<file path="src/rtl/flash_dump_sequencer.sv">
// Streams a block of 32-bit words from memory to a UART byte transmitter.
// Each word is read once, then sent as four bytes, least significant byte first.
module flash_dump_sequencer #(
  parameter int WORD_CNT_W = 16
) (
  input  logic                  clk,
  input  logic                  rst,
  input  logic                  start,
  input  logic [31:0]           base_addr,
  input  logic [WORD_CNT_W-1:0] word_count,
  output logic                  busy,
  output logic                  done,
  output logic [WORD_CNT_W-1:0] words_sent,
  output logic                  mem_read,
  output logic [1:0]            mem_write,
  output logic [31:0]           mem_addr,
  output logic [31:0]           mem_store,
  output logic                  mem_done,
  input  logic                  mem_ready,
  input  logic [31:0]           mem_load,
  output logic                  uart_start,
  output logic [7:0]            uart_data,
  input  logic                  uart_done,
  output logic [1:0]            dbg_state_o
);

  typedef enum logic [1:0] {
    S_IDLE   = 2'd0,
    S_READ   = 2'd1,
    S_TX     = 2'd2,
    S_FINISH = 2'd3
  } state_t;

  localparam logic [WORD_CNT_W-1:0] CNT_ONE = {{(WORD_CNT_W-1){1'b0}}, 1'b1};

  state_t                  state_q, state_d;
  logic [31:0]             cur_addr_q, cur_addr_d;
  logic [WORD_CNT_W-1:0]   remaining_q, remaining_d;
  logic [WORD_CNT_W-1:0]   words_sent_q, words_sent_d;
  logic [1:0]              byte_idx_q, byte_idx_d;
  logic [31:0]             word_reg_q, word_reg_d;

  always_ff @(posedge clk) begin
    if (rst) begin
      state_q      <= S_IDLE;
      cur_addr_q   <= '0;
      remaining_q  <= '0;
      words_sent_q <= '0;
      byte_idx_q   <= '0;
      word_reg_q   <= '0;
    end else begin
      state_q      <= state_d;
      cur_addr_q   <= cur_addr_d;
      remaining_q  <= remaining_d;
      words_sent_q <= words_sent_d;
      byte_idx_q   <= byte_idx_d;
      word_reg_q   <= word_reg_d;
    end
  end

  always_comb begin
    state_d      = state_q;
    cur_addr_d   = cur_addr_q;
    remaining_d  = remaining_q;
    words_sent_d = words_sent_q;
    byte_idx_d   = byte_idx_q;
    word_reg_d   = word_reg_q;
    busy         = 1'b0;
    done         = 1'b0;
    mem_read     = 1'b0;
    mem_addr     = '0;
    mem_done     = 1'b0;
    uart_start   = 1'b0;
    uart_data    = '0;

    case (state_q)
      S_IDLE: begin
        if (start) begin
          cur_addr_d   = base_addr;
          remaining_d  = word_count;
          words_sent_d = '0;
          state_d      = (word_count != '0) ? S_READ : S_FINISH;
        end
      end
      S_READ: begin
        busy     = 1'b1;
        mem_read = 1'b1;
        mem_addr = cur_addr_q;
        // Acknowledge in the same cycle the data is presented.
        if (mem_ready) begin
          mem_done   = 1'b1;
          word_reg_d = mem_load;
          byte_idx_d = 2'd0;
          state_d    = S_TX;
        end
      end
      S_TX: begin
        busy       = 1'b1;
        uart_start = ~uart_done;
        case (byte_idx_q)
          2'd0:    uart_data = word_reg_q[7:0];
          2'd1:    uart_data = word_reg_q[15:8];
          2'd2:    uart_data = word_reg_q[23:16];
          default: uart_data = word_reg_q[31:24];
        endcase
        if (uart_done) begin
          if (byte_idx_q != 2'd3) begin
            byte_idx_d = byte_idx_q + 2'd1;
          end else begin
            words_sent_d = words_sent_q + CNT_ONE;
            cur_addr_d   = cur_addr_q + 32'd4;
            remaining_d  = remaining_q - CNT_ONE;
            state_d      = (remaining_q == CNT_ONE) ? S_FINISH : S_READ;
          end
        end
      end
      S_FINISH: begin
        done    = 1'b1;
        state_d = S_IDLE;
      end
      default: state_d = S_IDLE;
    endcase
  end

  assign words_sent  = words_sent_q;
  assign mem_write   = 2'b00;
  assign mem_store   = 32'd0;
  assign dbg_state_o = state_q;

endmodule

</file>
<file path="config.mk">
export PLATFORM = sky130hd
export DESIGN_NAME = flash_dump_sequencer
export DESIGN_NICKNAME = d
export VERILOG_FILES = /design/src/rtl/flash_dump_sequencer.sv
export SDC_FILE = /design/constraint.sdc
export NUM_CORES = 1
export LEC_CHECK = 0
export BUFFER_PORTS_ARGS = -buffer_cell sky130_fd_sc_hd__buf_2
export CORE_UTILIZATION = 52
export DETAILED_ROUTE_END_ITERATION = 10
export PLACE_DENSITY = 0.81
export SLEW_MARGIN = 25
export SYNTH_ARGS = -nofsm -noshare
export SYNTH_HDL_FRONTEND = slang
export SYNTH_SLANG_ARGS = --single-unit
</file>
<file path="constraint.sdc">
create_clock -name clk -period 2.42 [get_ports clk]
set_input_delay 0.484 -clock clk [delete_from_list [all_inputs] [get_ports clk]]
set_output_delay 0.484 -clock clk [all_outputs]
set_load 0.02 [all_outputs]
</file>
==> impl_metrics.py, run 1 <==
metrics = {
    "outcome": {
        "status": "finished, final reports clean",
    },
    "logic_synthesis": {
        "muxShareOfSynthArea_pct": 0.345,
        "ys_seq_area_share_pct": 34.5,
        "synthFlopType": "dfxtp_1",
        "synth_top_family_by_area": "simple AND/OR/NAND/NOR gates",
        "synth_top_area_share_pct": 34.5,
        "ys_seq_elements": 100,
        "yosysTopAreaCell": "dfxtp_1",
        "syn_area_per_cell_um2": 7.56,
        "synth_edf_count": 0,
        "synthCells": 767,
        "synth_area_mm2": 0.00580,
        "async_reset_ff_share_pct": 0,
        "synth_simple_gate_area_share_pct": 28.9,
        "synthAdderAreaFrac_pct": 2.59,
        "synth_xor_area_share_pct": 2.27,
        "synthTopCellsByArea": "dfxtp_1 35%, a21oi_1 7.3%, nand2_1 6.5%",
        "synth_compound_area_share_pct": 21.5,
        "ys_warn_count": 0,
        "synth_cell_types": 69,
    },
    "timing": {
        "layout_setup_ws_ps": 47.6,
        "rsz0062_at_grt": "yes",
        "timing.final.crit_period_ps": 2370,
        "final-hold-violation-count": 0,
        "setup_viol_count_final": 0,
        "slew_violations": 0,
        "fin_setup_tns_ps": 0,
        "worst_pin_slew_ps": 536,
        "post-route-period-util_pct": 98.0,
        "hold-worst-slack_ps": 339,
        "skew_ps": 9.68,
        "slew_headroom_pct": 64.0,
        "max_freq_mhz": 422,
    },
    "power_and_ir_drop": {
        "power_density_mw_per_mm2": 954,
        "p_leak_nw": 2.84,
        "irDropWorstVdd_v": 0.000494,
    },
    "grt": {
        "grt_overflow": 0,
        "antenna_found_initial": 0,
        "grt_pass1_vias": 5112,
        "grt_use_total_pct": 26.7,
        "grt_max_degree": 88,
        "grt_pass1_wl_um": 24800,
    },
    "layout": {
        "multiInputGateArea_mm2": 0.00340,
        "syn2layout_area_growth_pct": 17.3,
        "fillCellCount": 988,
        "fin_util_pct": 62.7,
        "drive_gt1_share_pct": 23.1,
        "finalInstanceArea_mm2": 0.00680,
        "nNetsFinal": 991,
        "seq_area_mm2": 0.00201,
        "antenna_cells": 0,
    },
    "floorplanning": {
        "start_util_pct": 53.5,
        "die_w_um": 108,
        "dieArea_mm2": 0.0116,
        "core-area_mm2": 0.0108,
        "io-pin-count": 182,
        "rows": 38,
        "fp.dieH_um": 108,
    },
    "placed_design": {
        "place.port_buffers": 147,
        "gp_congestion": 0.833,
        "dp_hpwl_um": 10500,
        "placed_cell_area_mm2": 0.00654,
        "place_ws_ps": 127,
    },
    "drt": {
        "wl_per_cell_um": 14.7,
        "wl_um": 15200,
        "vias": 5906,
        "drcViolationCount": 0,
        "dr.pass1.iters": 5,
        "drt_iter0_drc": 547,
        "postRouteAntennaNets": 0,
        "viasPerCell": 5.68,
    },
    "worst_setup_path": {
        "cp-end-kind": "output port",
        "cpMostUsedCell": "nor2_1",
        "cp.required_ps": 1940,
        "slowest_stage": "a222oi_1",
        "worstSetupStartpointType": "flip-flop",
        "worst-setup-path-type": "reg -> out",
        "cp.arrival_ps": 1890,
        "crit_chain": "inv_4 -> ha_4 -> a222oi_1 -> nor2_1 -> a21oi_1 -> nor2_1 -> buf_2",
        "crit_fanout": 8,
        "cp_slowest_stage_delay_ps": 480,
    },
    "cts": {
        "cts_tree": "yes",
        "htree_levels": 3,
        "clockBufferDepth": 2,
        "insertion_delay_ps": 370,
        "cts-root-buf": "clkbuf_8",
        "cts_buffers": 9,
        "clk_pin_slew_worst_paths_ps": 100,
        "cts-hold-fix-buffers": 0,
        "cts.sinks": 100,
    },
    "worst_hold_path": {
        "holdCritPathClass": "in -> reg",
    },
    "job": {
        "max-cap-violations": 0,
    },
}
==> stage by stage <==
stage	total power, mW	cells
after floorplan	4.64	800
after global placement	5.40	1020
after detailed placement	5.45	1020
after CTS	6.46	1036
after global routing	6.98	1039
final	6.49	1039
==> final cells by class <==
type	count	area share, %
clock inverter	7	0.718
inverter	14	0.810
timing repair buffer	174	14.5
sequential	100	29.5
tap	140	2.58
clock buffer	9	1.82
multi-input combinational	595	50.1
==> logic make-up (layout without fill, tap and decap cells) <==
kind of cell	count (synthesis)	after routing
AOI/OAI and AO/OA	198	198
xor gates and xnor gates	15	15
adders and majority gates	12	12
buffers and inverters	105	204
DFF	100	100
muxes	2	2
other	1	34
and+or+nand+nor	334	334
==> timing repair <==
item	4_1_cts	5_1_grt
pin swaps	1	7
resized for setup	11	7
gates cloned	0	0
endpoints found under the setup margin	8	13
setup buffers	0	3
==> worst max-delay path: cells and delay by family, from the launching register on <==
family          cells  cell delay (ps)
flops               1              390
compound gates      2              600
fa+ha+maj           1              180
buf+inv             2              220
simple gates        2              130
==> report_power, final <==
group	switching, mW	leakage (nW)	total [mW]	internal [mW]
registers	0.379	0.818	2.39	2.01
clock network	0.622	0.0902	1.00	0.381
logic	1.94	1.93	3.10	1.15
total	2.94	2.84	6.49	3.54
==> per-layer routing <==
metal / wire length [um] / GRT usage (%) / share of wire, % / up-vias
met4: 426 / 11.3 / 2.8 / 0
met2: 7080 / 42.9 / 46 / 294
met5: 0 / 0 / 0 / -
li1: - / - / - / 2915
met1: 6450 / 35.9 / 42 / 2668
met3: 1270 / 3.57 / 8.4 / 29
==> cells in the mapped netlist (all sizes together) (3+ instances only) <==
cell type,count
dfxtp,100
nand2,100
a21oi,85
nor2,75
buf,51
clkbuf,39
and2,37
o21ai,31
nand3,25
nor3,21
and3,15
inv,14
nor4,14
a31oi,13
a211oi,12
ha,12
nand4,12
xor2,10
a222oi,8
and4,7
nor2b,7
a22oi,5
xnor2,5
a21o,4
a311oi,4
nand2b,4
nand4b,4
or3,4
a2111oi,3
o22ai,3
o31a,3
o32ai,3
or4,3
==> final timing paths <==
kind / slack, ps / from / to / cells after the start
hold / removal: 340 / mem_load[20] / word_reg_q[20] / 3
setup / recovery: 50 / byte_idx_q[0] / uart_data[5] / 7
setup reg to reg: 240 / dbg_state_o[1] / cur_addr_q[31] / 8
hold reg to reg: 460 / word_reg_q[23] / word_reg_q[23] / 2
==> flip-flops by register name, summed over array words and instances (netlist names) <==
name,cells
word_reg_q,32
remaining_q,16
dbg_state_o,2
words_sent,16
byte_idx_q,2
cur_addr_q,32
==> cells in the final DEF, fill, tap and decap left out, types with 12 or more instances in the layout <==
| cell type | n |
|---|---|
| a31oi_1 | 13 |
| nor3_1 | 20 |
| inv_1 | 12 |
| a21oi_1 | 84 |
| nand3_1 | 25 |
| nor4_1 | 13 |
| buf_2 | 144 |
| conb_1 | 34 |
| nor2_1 | 75 |
| and3_1 | 15 |
| nand2_1 | 100 |
| dfxtp_1 | 98 |
| buf_4 | 27 |
| o21ai_0 | 30 |
| and2_1 | 37 |
Power figures use the tool's default switching activity.
==> run 2: changes to the inputs <==
- ABC_AREA: not set -> 1
- CORE_UTILIZATION: 52 -> 47
- PLACE_DENSITY: 0.81 -> 0.73
==> impl_metrics.py, run 2 <==
metrics = {
    "worst_setup_path": {
        "worstSetupStartpointType": "flip-flop",
        "cp-end-kind": "output port",
        "critical_path.startpoint": "dbg_state_o[0]",
        "r2r_start": "dbg_state_o[0]",
        "cp.arrival_ps": 1820,
        "cp.required_ps": 1940,
        "crit_fanout": 9,
        "worst-setup-path-type": "reg -> out",
    },
    "drt": {
        "drt_iter0_drc": 723,
        "wl_per_cell_um": 13.5,
        "viasPerCell": 5.13,
        "postRouteAntennaNets": 0,
        "dr.pass1.iters": 5,
        "vias": 6967,
        "drcViolationCount": 0,
        "wl_um": 18400,
    },
    "floorplanning": {
        "start_util_pct": 48.4,
        "core-area_mm2": 0.0133,
        "die_w_um": 119,
        "dieArea_mm2": 0.0142,
        "io-pin-count": 182,
        "rows": 42,
        "fp.dieH_um": 119,
    },
    "timing": {
        "max_freq_mhz": 435,
        "worst_pin_slew_ps": 570,
        "setup_viol_count_final": 0,
        "final-hold-violation-count": 0,
        "timing.final.crit_period_ps": 2300,
        "skew_ps": 7.43,
        "slew_violations": 0,
        "post-route-period-util_pct": 95.0,
        "rsz0062_at_grt": "no",
        "fin_setup_tns_ps": 0,
        "layout_setup_ws_ps": 121,
        "slew_headroom_pct": 62.0,
    },
    "worst_hold_path": {
        "holdCritPathClass": "in -> reg",
        "hp-start": "base_addr[3]",
    },
    "power_and_ir_drop": {
        "clkPwrFrac_pct": 18.9,
        "power_density_mw_per_mm2": 1020,
        "irDropWorstVdd_v": 0.000768,
        "p_leak_nw": 3.56,
        "p_seq_share_pct": 34.9,
        "comb_power_share_pct": 46.2,
        "switching_share_pct": 47.2,
        "intPower_mw": 4.06,
        "p_switching_mw": 3.63,
    },
    "layout": {
        "nNetsFinal": 1274,
        "drive_gt1_share_pct": 17.3,
        "syn2layout_area_growth_pct": 16.0,
        "final_common_cell": "nand2_1",
        "fin_util_pct": 56.2,
        "reg_top3": "cur_addr_q: 32 flops, word_reg_q: 32 flops",
        "antenna_cells": 0,
        "layout_common_cells": "251 x nand2_1, 188 x nor2_1, 147 x buf_2",
        "fillCellCount": 1374,
    },
    "grt": {
        "grt_pass1_vias": 6286,
        "grt_use_total_pct": 26.2,
        "grt_pass1_wl_um": 30000,
        "antenna_found_initial": 0,
        "grt_max_degree": 50,
        "grt_overflow": 0,
    },
    "cts": {
        "insertion_delay_ps": 360,
        "cts.sinks": 100,
        "cts-hold-fix-buffers": 0,
        "cts-root-buf": "clkbuf_16",
        "htree_levels": 3,
        "cts_buffers": 9,
        "clk_pin_slew_worst_paths_ps": 80,
        "cts_tree": "yes",
        "clockBufferDepth": 2,
    },
    "logic_synthesis": {
        "synth_area_mm2": 0.00646,
        "synthCells": 1047,
        "ys_warn_count": 0,
        "synth_edf_count": 0,
        "synthFlopType": "dfxtp_1",
        "synthTopCellsByArea": "dfxtp_1 31%, nand2_1 15%, nor2_1 11%",
        "synth_top_area_share_pct": 31.0,
        "synth_cell_types": 42,
        "yosysTopAreaCell": "dfxtp_1",
        "syn_area_per_cell_um2": 6.17,
        "ys_seq_area_share_pct": 31.0,
        "async_reset_ff_share_pct": 0,
        "synthTopCellsByCount": "251 x nand2_1, 188 x nor2_1, 119 x inv_1, 100 x dfxtp_1, 76 x o21ai_0",
        "yosys.cell_count.top_type": "nand2_1",
        "ys_seq_elements": 100,
    },
    "job": {
        "max-cap-violations": 0,
    },
    "outcome": {
        "status": "finished, final reports clean",
    },
    "placed_design": {
        "gp_congestion": 0.893,
        "dp_hpwl_um": 13500,
        "place.port_buffers": 147,
        "place_ws_ps": 292,
    },
}
## run 2: changes by cell type after synthesis, moves of 8 or more
cell and change:
nor2_1 +113, nand3_1 +22, clkbuf_1 -15, nand4_1 +11, and3_1 -15, a222oi_1 -8, and2_1 -37, o21ai_0 +46
a22o_1 +8, a21oi_1 -19, nor4_1 -10, inv_1 +105, nand2_1 +151, nand3b_1 +8
## run 2: path summary, 6_finish.rpt
| check | to | depth (start not counted) | slack [ps] |
|---|---|---|---|
| hold / removal | cur_addr_q[3] | 3 | 350 |
| hold reg to reg | cur_addr_q[1] | 2 | 470 |
| setup / recovery | uart_data[7] | 5 | 120 |
| setup reg to reg | cur_addr_q[10] | 11 | 240 |
## run 2: kinds of logic (layout without fill, tap and decap cells)
logic type | count (synthesis) | in the layout | share of synthesized area [%]
AO/OA/AOI/OAI | 177 | 177 | 15.5
XOR/XNOR | 7 | 7 | 0.949
adder cells (fa/ha/maj) | 12 | 12 | 2.32
buffers and inverters | 200 | 302 | 14.5
flip-flops | 100 | 100 | 31.0
other | 1 | 34 | 0.0580
AND/OR/NAND/NOR | 550 | 550 | 35.7
## run 2: worst max-delay path: stages, from the launching register on
cell and delay (ps):
dfxtp_1 360, inv_1 100, ha_2 280, nand2_1 230, o21ai_0 270, buf_2 200
## run 2: timing repair
| item | in CTS | in global routing |
|---|---|---|
| buffers inserted | 0 | 0 |
| setup endpoints to repair | 0 | 8 |
| gates resized for setup | 0 | 3 |
## run 2: area by class of cell
cell class,instances,area [um^2],area share (%)
multi-input combinational,780,3650,48.7
sequential,100,2000,26.7
timing repair buffer,164,876,11.7
inverter,122,458,6.11
clock buffer,9,225,3.00
tap,176,220,2.94
clock inverter,7,65.1,0.867
## run 2: power groups by stage
stage                     Combinational (mW)  Sequential [mW]  Clock (mW)
final                                   3.55             2.69        1.45
after global routing                    4.01             2.76        1.54
after CTS                               3.52             2.67        1.46
after detailed placement                3.50             2.70           0
after global placement                  3.46             2.70           0
after floorplan                         2.76             2.54           0
## run 2: metrics by stage
stage | std cells | hold WS (ps) | instance area, um^2 | total power, mW
floorplan | 1080 | 444 | 6590 | 5.30
global placement | 1342 | 454 | 7210 | 6.16
detailed placement | 1342 | 460 | 7210 | 6.20
CTS | 1358 | 354 | 7500 | 7.65
global route | 1358 | 373 | 7500 | 8.31
finish | 1358 | 351 | 7500 | 7.69
## run 2: metal layers
layer / vias to the layer above / global-route usage [%] / wire length (um)
li1: 3554 / - / -
met1: 3121 / 35.2 / 8560
met2: 268 / 42.3 / 8450
met3: 24 / 3.69 / 1030
met4: 0 / 10.3 / 331
met5: - / 0 / 0
==> run 3: changes to the inputs <==
==> constraint.sdc (replaced) <==
create_clock -name clk -period 2.42 [get_ports clk]
set_input_delay 0.242 -clock clk [delete_from_list [all_inputs] [get_ports clk]]
set_output_delay 0.242 -clock clk [all_outputs]
set_load 0.02 [all_outputs]
==> impl_metrics.py, run 3 (synthesis gave the netlist of run 2 again) <==
metrics = {
    "outcome": {
        "status": "finished, final reports clean",
    },
    "timing": {
        "timing.final.crit_period_ps": 2140,
        "slew_headroom_pct": 56.6,
        "max_freq_mhz": 468,
        "skew_ps": 8.02,
        "setup_viol_count_final": 0,
        "layout_setup_ws_ps": 282,
        "fin_setup_tns_ps": 0,
        "worst_pin_slew_ps": 651,
        "final-hold-violation-count": 0,
        "slew_violations": 0,
        "post-route-period-util_pct": 88.4,
        "rsz0062_at_grt": "no",
    },
    "power_and_ir_drop": {
        "comb_power_share_pct": 45.9,
        "intPower_mw": 4.04,
        "power_density_mw_per_mm2": 1020,
        "switching_share_pct": 47.1,
        "p_switching_mw": 3.60,
        "p_seq_share_pct": 35.2,
        "p_leak_nw": 3.57,
        "clkPwrFrac_pct": 18.9,
        "power_mw": 7.64,
        "irDropWorstVdd_v": 0.000679,
    },
    "worst_hold_path": {
        "hold_path_end": "cur_addr_q[3]",
        "hp-start": "base_addr[3]",
        "holdCritPathClass": "in -> reg",
        "holdPathStages": 3,
    },
    "cts": {
        "cts-hold-fix-buffers": 0,
        "cts-root-buf": "clkbuf_16",
        "cts.sinks": 100,
        "post_cts_buffers": 0,
        "clockBufferDepth": 2,
        "htree_levels": 3,
        "cts_resized": 0,
        "insertion_delay_ps": 360,
        "cts_tree": "yes",
        "cts_buffers": 9,
        "clk_pin_slew_worst_paths_ps": 80,
    },
    "grt": {
        "grt_pass1_wl_um": 30400,
        "grt_overflow": 0,
        "grt_max_degree": 50,
        "grt_use_total_pct": 26.5,
        "grt_pass1_vias": 6358,
        "antenna_found_initial": 0,
    },
    "layout": {
        "seq_area_mm2": 0.00200,
        "final_common_cell": "nand2_1",
        "nNetsFinal": 1274,
        "layout_common_cells": "251 x nand2_1, 188 x nor2_1, 147 x buf_2",
        "fillCellCount": 1354,
        "reg_top3": "cur_addr_q: 32 flops, word_reg_q: 32 flops",
        "multiInputGateArea_mm2": 0.00365,
        "syn2layout_area_growth_pct": 15.8,
        "final_cells": 1358,
        "antenna_cells": 0,
        "drive_gt1_share_pct": 17.0,
        "fin_util_pct": 56.1,
    },
    "floorplanning": {
        "rows": 42,
        "io-pin-count": 182,
        "start_util_pct": 48.4,
        "die_w_um": 119,
        "core-area_mm2": 0.0133,
        "fp.dieH_um": 119,
        "dieArea_mm2": 0.0142,
    },
    "worst_setup_path": {
        "worst-setup-path-type": "reg -> reg",
        "cp-end-kind": "flip-flop",
        "worstSetupStartpointType": "flip-flop",
        "reg2reg_slack_ps": 280,
        "crit_fanout": 25,
        "cp.arrival_ps": 2430,
        "r2r_cells": 11,
        "r2r-end": "words_sent[8]",
        "critical_path.startpoint": "dbg_state_o[0]",
        "r2r_start": "dbg_state_o[0]",
        "cp.required_ps": 2720,
    },
    "placed_design": {
        "place_ws_ps": 315,
        "dp_hpwl_um": 13400,
        "gp_congestion": 0.924,
        "place.port_buffers": 147,
        "dp.cells": 1342,
    },
    "drt": {
        "vias": 6971,
        "wl_um": 18200,
        "dr.pass1.iters": 6,
        "drcViolationCount": 0,
        "wl_met3_um": 1230,
        "drt-met1-wl_um": 8180,
        "top_layer": "met4",
        "viasPerCell": 5.13,
        "drt_iter0_drc": 706,
        "dr_wl_met2_um": 8370,
        "wl_per_cell_um": 13.4,
        "postRouteAntennaNets": 0,
    },
    "job": {
        "max-cap-violations": 0,
    },
}
-- run 3: final cells by class --
cell class,instances,area share (%)
tap,176,2.94
clock buffer,9,3.01
clock inverter,7,0.853
multi-input combinational,780,48.8
sequential,100,26.8
timing repair buffer,164,11.5
inverter,122,6.12
-- run 3: worst max-delay path by stage --
stage                           to  slack (ps)
detailed placement   words_sent[8]         320
finish               words_sent[8]         280
global route         words_sent[8]           5
floorplan            cur_addr_q[4]         520
global placement    cur_addr_q[17]         400
CTS                   uart_data[2]         290
-- run 3: critical path, stage by stage, from the launching register on --
cell and delay (ps):
dfxtp_1 410, inv_1 90, ha_2 240, nand2_1 140, nand2_1 60, inv_1 80, nand2_4 80, inv_2 350
nand3_1 220, nor2_1 170, o21ai_0 90, a21oi_1 110
-- run 3: power by group through the flow --
stage,registers [mW],clock network (mW),logic [mW]
after detailed placement,2.70,0,3.47
after global placement,2.70,0,3.43
after CTS,2.67,1.47,3.48
after global routing,2.76,1.54,3.97
final,2.69,1.44,3.50
after floorplan,2.54,0,2.76
-- run 3: through the flow --
stage | hold WS (ps) | instance area [um^2]
CTS | 121 | 7480
detailed placement | 455 | 7190
global route | 133 | 7480
global placement | 456 | 7190
floorplan | 377 | 6590
finish | 123 | 7480
-- run 3: per-layer routing --
layer  track usage, %  up-vias
met2             44.0      299
met5                0        -
li1                 -     3552
met1             34.8     3089
met4             10.8        0
met3             3.26       31
